### src/rtl/gn_pkg.sv
// Shared types and width helpers for the group-norm statistics controller.
package gn_pkg;

    typedef enum logic [2:0] {
        ST_IDLE,
        ST_ACCUM,
        ST_CALC,
        ST_EMIT,
        ST_DONE
    } state_t;

    // Default geometry: 8x8 pixels, 16 channels per group -> 1024 samples per group.
    localparam int DEF_DATA_WIDTH = 8;
    localparam int DEF_N          = 8 * 8 * 16;
    localparam int LOG2N          = $clog2(DEF_N);

    // Sum of N samples needs LOG2N extra bits over the sample width.
    function automatic int sumWidth(input int dataWidth, input int log2n);
        return dataWidth + log2n;
    endfunction

    // Sum of N squared samples needs LOG2N extra bits over the square width.
    function automatic int sumsqWidth(input int dataWidth, input int log2n);
        return 2 * dataWidth + log2n;
    endfunction

    // Variance of unsigned samples fits in twice the sample width.
    function automatic int varWidth(input int dataWidth);
        return 2 * dataWidth;
    endfunction

    // True when n is a non-zero power of two.
    function automatic bit isPow2(input int n);
        return (n > 0) && ((n & (n - 1)) == 0);
    endfunction

endpackage

### src/rtl/gn_stat_acc.sv
// Running sum / sum-of-squares for one group and the mean/variance reduction.
module gn_stat_acc
    import gn_pkg::*;
#(
    parameter int DATA_WIDTH = DEF_DATA_WIDTH,
    parameter int LOG2N_P    = LOG2N
) (
    input  logic                            clk,
    input  logic                            reset,
    input  logic                            clear_i,
    input  logic                            acc_en_i,
    input  logic [DATA_WIDTH-1:0]           data_i,
    input  logic                            calc_en_i,
    output logic [DATA_WIDTH-1:0]           mean_o,
    output logic [varWidth(DATA_WIDTH)-1:0] var_o
);

    localparam int SW  = sumWidth(DATA_WIDTH, LOG2N_P);
    localparam int SQW = sumsqWidth(DATA_WIDTH, LOG2N_P);
    localparam int VW  = varWidth(DATA_WIDTH);

    logic [SW-1:0]         sum_q;
    logic [SQW-1:0]        sumsq_q;
    logic [DATA_WIDTH-1:0] mean_q;
    logic [VW-1:0]         var_q;

    logic [DATA_WIDTH-1:0] mean_d;
    logic [VW-1:0]         sqAvg;
    logic [VW-1:0]         meanSq;
    logic [VW-1:0]         var_d;

    // Accumulate each accepted sample; clearing wins so a transfer or abort starts a clean group.
    always_ff @(posedge clk) begin
        if (reset || clear_i) begin
            sum_q   <= '0;
            sumsq_q <= '0;
        end else if (acc_en_i) begin
            sum_q   <= sum_q + SW'(data_i);
            sumsq_q <= sumsq_q + (SQW'(data_i) * SQW'(data_i));
        end
    end

    // Floor mean and floor variance from the group totals; a negative difference clamps to zero.
    always_comb begin
        mean_d = DATA_WIDTH'(sum_q >> LOG2N_P);
        sqAvg  = VW'(sumsq_q >> LOG2N_P);
        meanSq = VW'(mean_d) * VW'(mean_d);
        var_d  = (sqAvg >= meanSq) ? (sqAvg - meanSq) : '0;
    end

    // Capture the statistics during the single calculation cycle and hold them for the handshake.
    always_ff @(posedge clk) begin
        if (reset) begin
            mean_q <= '0;
            var_q  <= '0;
        end else if (calc_en_i) begin
            mean_q <= mean_d;
            var_q  <= var_d;
        end
    end

    assign mean_o = mean_q;
    assign var_o  = var_q;

endmodule

### src/rtl/gn_stat_ctrl.sv
// Group-norm statistics controller: counts samples into groups and hands mean/variance to the normalizer.
module gn_stat_ctrl
    import gn_pkg::*;
#(
    parameter int DATA_WIDTH       = 8,
    parameter int IMG_WIDTH        = 8,
    parameter int IMG_HEIGHT       = 8,
    parameter int CHANNEL_NUM      = 64,
    parameter int CHANNEL_IN_GROUP = 16,
    localparam int GROUP_NUM       = CHANNEL_NUM / CHANNEL_IN_GROUP,
    localparam int GW              = (GROUP_NUM > 1) ? $clog2(GROUP_NUM) : 1
) (
    input  logic                            clk,
    input  logic                            reset,
    input  logic                            end_of_frame,
    input  logic                            in_valid,
    output logic                            in_ready,
    input  logic [DATA_WIDTH-1:0]           in_data,
    output logic                            cfg_valid,
    input  logic                            cfg_ready,
    output logic [GW-1:0]                   cfg_group,
    output logic [DATA_WIDTH-1:0]           cfg_mean,
    output logic [varWidth(DATA_WIDTH)-1:0] cfg_var,
    output logic                            frame_done,
    output logic                            frame_err
);

    localparam int N       = IMG_WIDTH * IMG_HEIGHT * CHANNEL_IN_GROUP;
    localparam int GRP_L2N = $clog2(N);

    if (!isPow2(N) || (GRP_L2N < 1)) begin : g_bad_group_size
        $error("gn_stat_ctrl: samples per group must be a power of two of at least 2");
    end
    if ((GROUP_NUM < 1) || ((CHANNEL_NUM % CHANNEL_IN_GROUP) != 0)) begin : g_bad_group_count
        $error("gn_stat_ctrl: CHANNEL_NUM must be a non-zero multiple of CHANNEL_IN_GROUP");
    end

    state_t             state_q;
    logic [GRP_L2N-1:0] cnt_q;
    logic [GW-1:0]      group_q;
    logic               cfg_valid_q;
    logic               frame_done_q;
    logic               frame_err_q;

    logic accept;
    logic lastSample;
    logic lastGroup;
    logic eofError;
    logic accEn;
    logic accClear;
    logic calcEn;

    // Handshake and termination decode shared by the FSM and the accumulator.
    always_comb begin
        in_ready   = !reset && ((state_q == ST_IDLE) || (state_q == ST_ACCUM));
        accept     = in_valid && in_ready;
        lastSample = &cnt_q;
        lastGroup  = (group_q == GW'(GROUP_NUM - 1));
        eofError   = (state_q == ST_ACCUM) && end_of_frame &&
                     !(accept && lastSample && lastGroup);
        accEn      = accept && !eofError;
        accClear   = eofError || ((state_q == ST_EMIT) && cfg_ready);
        calcEn     = (state_q == ST_CALC);
    end

    // Frame sequencing: accumulate a group, reduce it, present it, then advance or finish the frame.
    always_ff @(posedge clk) begin
        if (reset) begin
            state_q      <= ST_IDLE;
            cnt_q        <= '0;
            group_q      <= '0;
            cfg_valid_q  <= 1'b0;
            frame_done_q <= 1'b0;
            frame_err_q  <= 1'b0;
        end else begin
            frame_done_q <= 1'b0;
            frame_err_q  <= 1'b0;
            case (state_q)
                ST_IDLE: begin
                    if (accept) begin
                        cnt_q   <= cnt_q + GRP_L2N'(1);
                        state_q <= ST_ACCUM;
                    end
                end
                ST_ACCUM: begin
                    if (eofError) begin
                        cnt_q       <= '0;
                        group_q     <= '0;
                        frame_err_q <= 1'b1;
                        state_q     <= ST_IDLE;
                    end else if (accept) begin
                        cnt_q <= cnt_q + GRP_L2N'(1);
                        if (lastSample) begin
                            state_q <= ST_CALC;
                        end
                    end
                end
                ST_CALC: begin
                    cfg_valid_q <= 1'b1;
                    state_q     <= ST_EMIT;
                end
                ST_EMIT: begin
                    if (cfg_ready) begin
                        cfg_valid_q <= 1'b0;
                        if (lastGroup) begin
                            frame_done_q <= 1'b1;
                            state_q      <= ST_DONE;
                        end else begin
                            group_q <= group_q + GW'(1);
                            state_q <= ST_ACCUM;
                        end
                    end
                end
                ST_DONE: begin
                    group_q <= '0;
                    state_q <= ST_IDLE;
                end
                default: begin
                    state_q <= ST_IDLE;
                end
            endcase
        end
    end

    gn_stat_acc #(
        .DATA_WIDTH (DATA_WIDTH),
        .LOG2N_P    (GRP_L2N)
    ) u_acc (
        .clk       (clk),
        .reset     (reset),
        .clear_i   (accClear),
        .acc_en_i  (accEn),
        .data_i    (in_data),
        .calc_en_i (calcEn),
        .mean_o    (cfg_mean),
        .var_o     (cfg_var)
    );

    assign cfg_valid  = cfg_valid_q;
    assign cfg_group  = group_q;
    assign frame_done = frame_done_q;
    assign frame_err  = frame_err_q;

endmodule

### config.mk
export PLATFORM = sky130hd
export DESIGN_NAME = gn_stat_ctrl
export DESIGN_NICKNAME = d
export VERILOG_FILES = /design/src/rtl/gn_pkg.sv /design/src/rtl/gn_stat_acc.sv /design/src/rtl/gn_stat_ctrl.sv
export SDC_FILE = /design/constraint.sdc
export NUM_CORES = 1
export LEC_CHECK = 0
export BUFFER_PORTS_ARGS = -buffer_cell sky130_fd_sc_hd__buf_2
export CAP_MARGIN = 20
export CORE_MARGIN = 5
export CORE_UTILIZATION = 25
export CTS_CLUSTER_SIZE = 16
export DETAILED_ROUTE_END_ITERATION = 16
export HOLD_SLACK_MARGIN = 0.06
export PLACE_DENSITY = 0.4
export SYNTH_ARGS = -nofsm -noshare
export SYNTH_HDL_FRONTEND = slang
export SYNTH_SLANG_ARGS = --single-unit
### constraint.sdc
create_clock -name clk -period 7.7 [get_ports clk]
set_input_delay 1.54 -clock clk [delete_from_list [all_inputs] [get_ports clk]]
set_output_delay 1.54 -clock clk [all_outputs]
set_load 0.01 [all_outputs]
==> flow_metrics.env <==
export IMPL_outcome="complete, no violations"
export IMPL_startpoint="u_acc.sum_q[10]"
export IMPL_syn2layout_area_growth_pct=11.76
export IMPL_route_detailed_drc=0
export IMPL_initial_core_util_pct=25.34
export IMPL_rsz0062_at_grt="false"
export IMPL_rows=66
export IMPL_ir_worst_vdd_v=0.0001077
export IMPL_final_cell_mix="inv_1, nand2_1, ha_1"
export IMPL_crit_type="flip-flop to flip-flop"
export IMPL_synthCells=981
export IMPL_setup_tns_ns=0
export IMPL_layout_commonest_cell="inv_1"
export IMPL_yosys_warnings=0
export IMPL_fmax_mhz=162.2
export IMPL_ff2ff_path_depth=24
export IMPL_synth_edff_count=0
export IMPL_ys_types=60
export IMPL_cts_repair_resized=0
export IMPL_cts_tree="done"
export IMPL_holdCritPathClass="flip-flop to flip-flop"
export IMPL_tightest_slew_ns=0.9428
export IMPL_grt_antenna_before_repair=0
export IMPL_setup_viol=0
export IMPL_clk_pin_slew_ns=0.08
export IMPL_grt_overflow_total=0
export IMPL_layout_drive_gt1_share_pct=7.806
export IMPL_final_util_pct=28.32
export IMPL_synthArstFlopShare_pct=0
export IMPL_num_vias=6565
export IMPL_synth_yosys_seq_area_share_pct=20.88
export IMPL_required_ns=8.02
export IMPL_crit_path_end_kind="flip-flop"
export IMPL_cts_num_sinks=86
export IMPL_ys_flop_type="dfxtp_1"
export IMPL_fin_crit_ns=6.164
export IMPL_synth_area_um2=8245
export IMPL_finalWirelength_mm=20.65
export IMPL_drt_first_pass_iters=4
export IMPL_cts_htree_levels=3
export IMPL_die_y_um=191.6
export IMPL_drtAntennaViolNets=0
export IMPL_drt_initial_drc_count=170
export IMPL_powerDensity_nw_per_um2=204.9
export IMPL_postCtsSetupRepairBufs=0
export IMPL_cp_start_kind="flip-flop"
export IMPL_setup_worst_path_end="u_acc.var_o[13]"
export IMPL_vias_per_cell=4.515
export IMPL_hpwl_mm=16.25
export IMPL_diodes=0
export IMPL_synth_avg_cell_area_um2=8.405
export IMPL_hold_violations=0
export IMPL_arrival_ns=6.48
export IMPL_reg2reg_slack_ns=1.54
export IMPL_slew_violations=0
export IMPL_fin_crit_sh_pct=80.05
export IMPL_ctsHoldBuffers=0
export IMPL_r2r_start="u_acc.sum_q[10]"
export IMPL_coreArea_um2=32540
export IMPL_port_buffers=42
export IMPL_cts_buffer_depth=2
export IMPL_gp_congestion=0.7694
export IMPL_dieArea_um2=36710
export IMPL_routedWlPerCell_um=14.20
export IMPL_synth_fp_nets=1156
export IMPL_nets=1182
export IMPL_r2r_end="u_acc.var_o[13]"
export IMPL_ys_seq_elements=86
export IMPL_cts_buffers=9
export IMPL_leakagePower_nw=4.140
export IMPL_skew_ns=0.01157
export IMPL_first_global_vias=6924
export IMPL_slew_headroom_pct=37.14
export IMPL_root_buffer="clkbuf_16"
export IMPL_top_level_ports=43
export IMPL_grt_pass1_wl_mm=35.10
export IMPL_grt_max_degree=34
export IMPL_grt_usage_pct=11.99
export IMPL_fp_dieW_um=191.6
export IMPL_crit_fanout=13
export IMPL_worstSkewPairLatency_ns=0.37
export IMPL_cap_violations=0
kinds of logic (layout without fill, tap and decap cells):
kind of cell / after synthesis / count (layout) / share of synthesized area, %
AO/OA/AOI/OAI: 186 / 186 / 14.75
XOR/XNOR: 59 / 59 / 6.267
adder cells (fa/ha/maj): 162 / 162 / 30.50
buffers and inverters: 148 / 179 / 6.889
flip-flops: 86 / 86 / 20.88
multiplexers: 6 / 6 / 0.7436
AND/OR/NAND/NOR: 334 / 334 / 19.97
power breakdown:
part / total, mW / internal [mW] / switching, mW
combinational: 0.916 / 0.389 / 0.527
sequential: 0.492 / 0.469 / 0.0229
clock: 0.480 / 0.256 / 0.224
total: 1.89 / 1.11 / 0.774
worst min-delay path by stage:
stage                          start          endpoint  slack [ns]  depth (start not counted)
global route         u_acc.mean_o[2]   u_acc.mean_o[2]        0.48                          2
finish               u_acc.mean_o[3]   u_acc.mean_o[3]        0.46                          2
global placement    u_acc.sumsq_q[7]  u_acc.sumsq_q[7]        0.44                          2
CTS                  u_acc.mean_o[3]   u_acc.mean_o[3]        0.46                          2
floorplan           u_acc.sumsq_q[7]  u_acc.sumsq_q[7]        0.43                          2
detailed placement   u_acc.mean_o[0]   u_acc.mean_o[0]        0.45                          2
critical path: stages, from the launching register on:
cell and delay [ns]:
dfxtp_1 0.62, nand2_1 0.21, fa_1 0.43, inv_1 0.08, fa_1 0.41, ha_1 0.28
inv_1 0.05, fa_1 0.53, inv_1 0.04, ha_1 0.33, nor2b_1 0.14, o21ai_0 0.22
a21o_1 0.19, a21boi_0 0.10, o21ai_0 0.25, a21oi_1 0.13, xnor2_1 0.15, ha_1 0.38
nand2_1 0.11, o31a_1 0.31, nor3_1 0.16, o21ai_0 0.09, a21oi_1 0.16, nor2b_1 0.50
a32o_1 0.24
state kept, by name, summed over array words and instances (netlist names):
| signal | flops |
|---|---|
| cnt_q | 10 |
| cfg_group | 2 |
| u_acc.var_o | 16 |
| u_acc.mean_o | 8 |
| frame_done | 1 |
| frame_err | 1 |
| state_q | 3 |
| cfg_valid | 1 |
| u_acc.sum_q | 18 |
| u_acc.sumsq_q | 26 |
synthesized netlist by cell type, drive strengths merged (3+ instances only):
cell type | number | area share [%]
xnor2 | 42 | 4.5
o2111ai | 3 | 0.53
nor2b | 16 | 1.2
nor2 | 70 | 3.2
inv | 117 | 5.3
nand2b | 14 | 1.1
and3 | 5 | 0.38
xor2 | 17 | 1.8
o21ai | 36 | 2.2
buf | 5 | 0.38
a211oi | 8 | 0.79
a21boi | 3 | 0.27
clkbuf | 26 | 1.2
nor3 | 21 | 1.3
nand3 | 20 | 1.2
a31oi | 8 | 0.61
a22o | 7 | 0.74
fa | 65 | 16
ha | 97 | 15
nand2 | 110 | 5.0
nor4 | 3 | 0.38
mux2i | 5 | 0.61
and2 | 44 | 3.3
nor3b | 5 | 0.46
a22oi | 7 | 0.64
nand4 | 7 | 0.71
dfxtp | 86 | 21
or3 | 9 | 0.68
or2 | 5 | 0.38
o31ai | 5 | 0.46
a21o | 13 | 1.2
a21oi | 67 | 4.1
o211ai | 9 | 0.82
stage by stage:
| step | hold WS (ns) | instance area [um^2] | cells | power (mW) | worst slack, ns |
|---|---|---|---|---|---|
| global placement | 0.4422 | 8910 | 1438 | 1.438 | 1.634 |
| detailed placement | 0.4487 | 8910 | 1438 | 1.426 | 1.508 |
| floorplan | 0.4319 | 8245 | 981 | 1.219 | 1.964 |
| global route | 0.4776 | 9215 | 1454 | 2.086 | 1.047 |
| CTS | 0.4596 | 9215 | 1454 | 1.932 | 1.477 |
| finish | 0.4579 | 9215 | 1454 | 1.888 | 1.537 |
metal layers:
metal	track usage [%]	up-vias	part of all wire (%)
li1	-	3349	-
met1	15.06	3140	47
met2	21.11	58	49
met3	2.054	18	2.2
met4	3.481	0	1.6
met5	0	-	0
area by class of cell:
cell class	instances	area, um^2
inverter	117	439.2
multi-input combinational	747	5956
timing repair buffer	46	240.2
fill	3638	23320
clock buffer	9	225.2
clock inverter	7	80.08
sequential	86	1722
tap	442	553.0
Power figures use the tool's default switching activity.
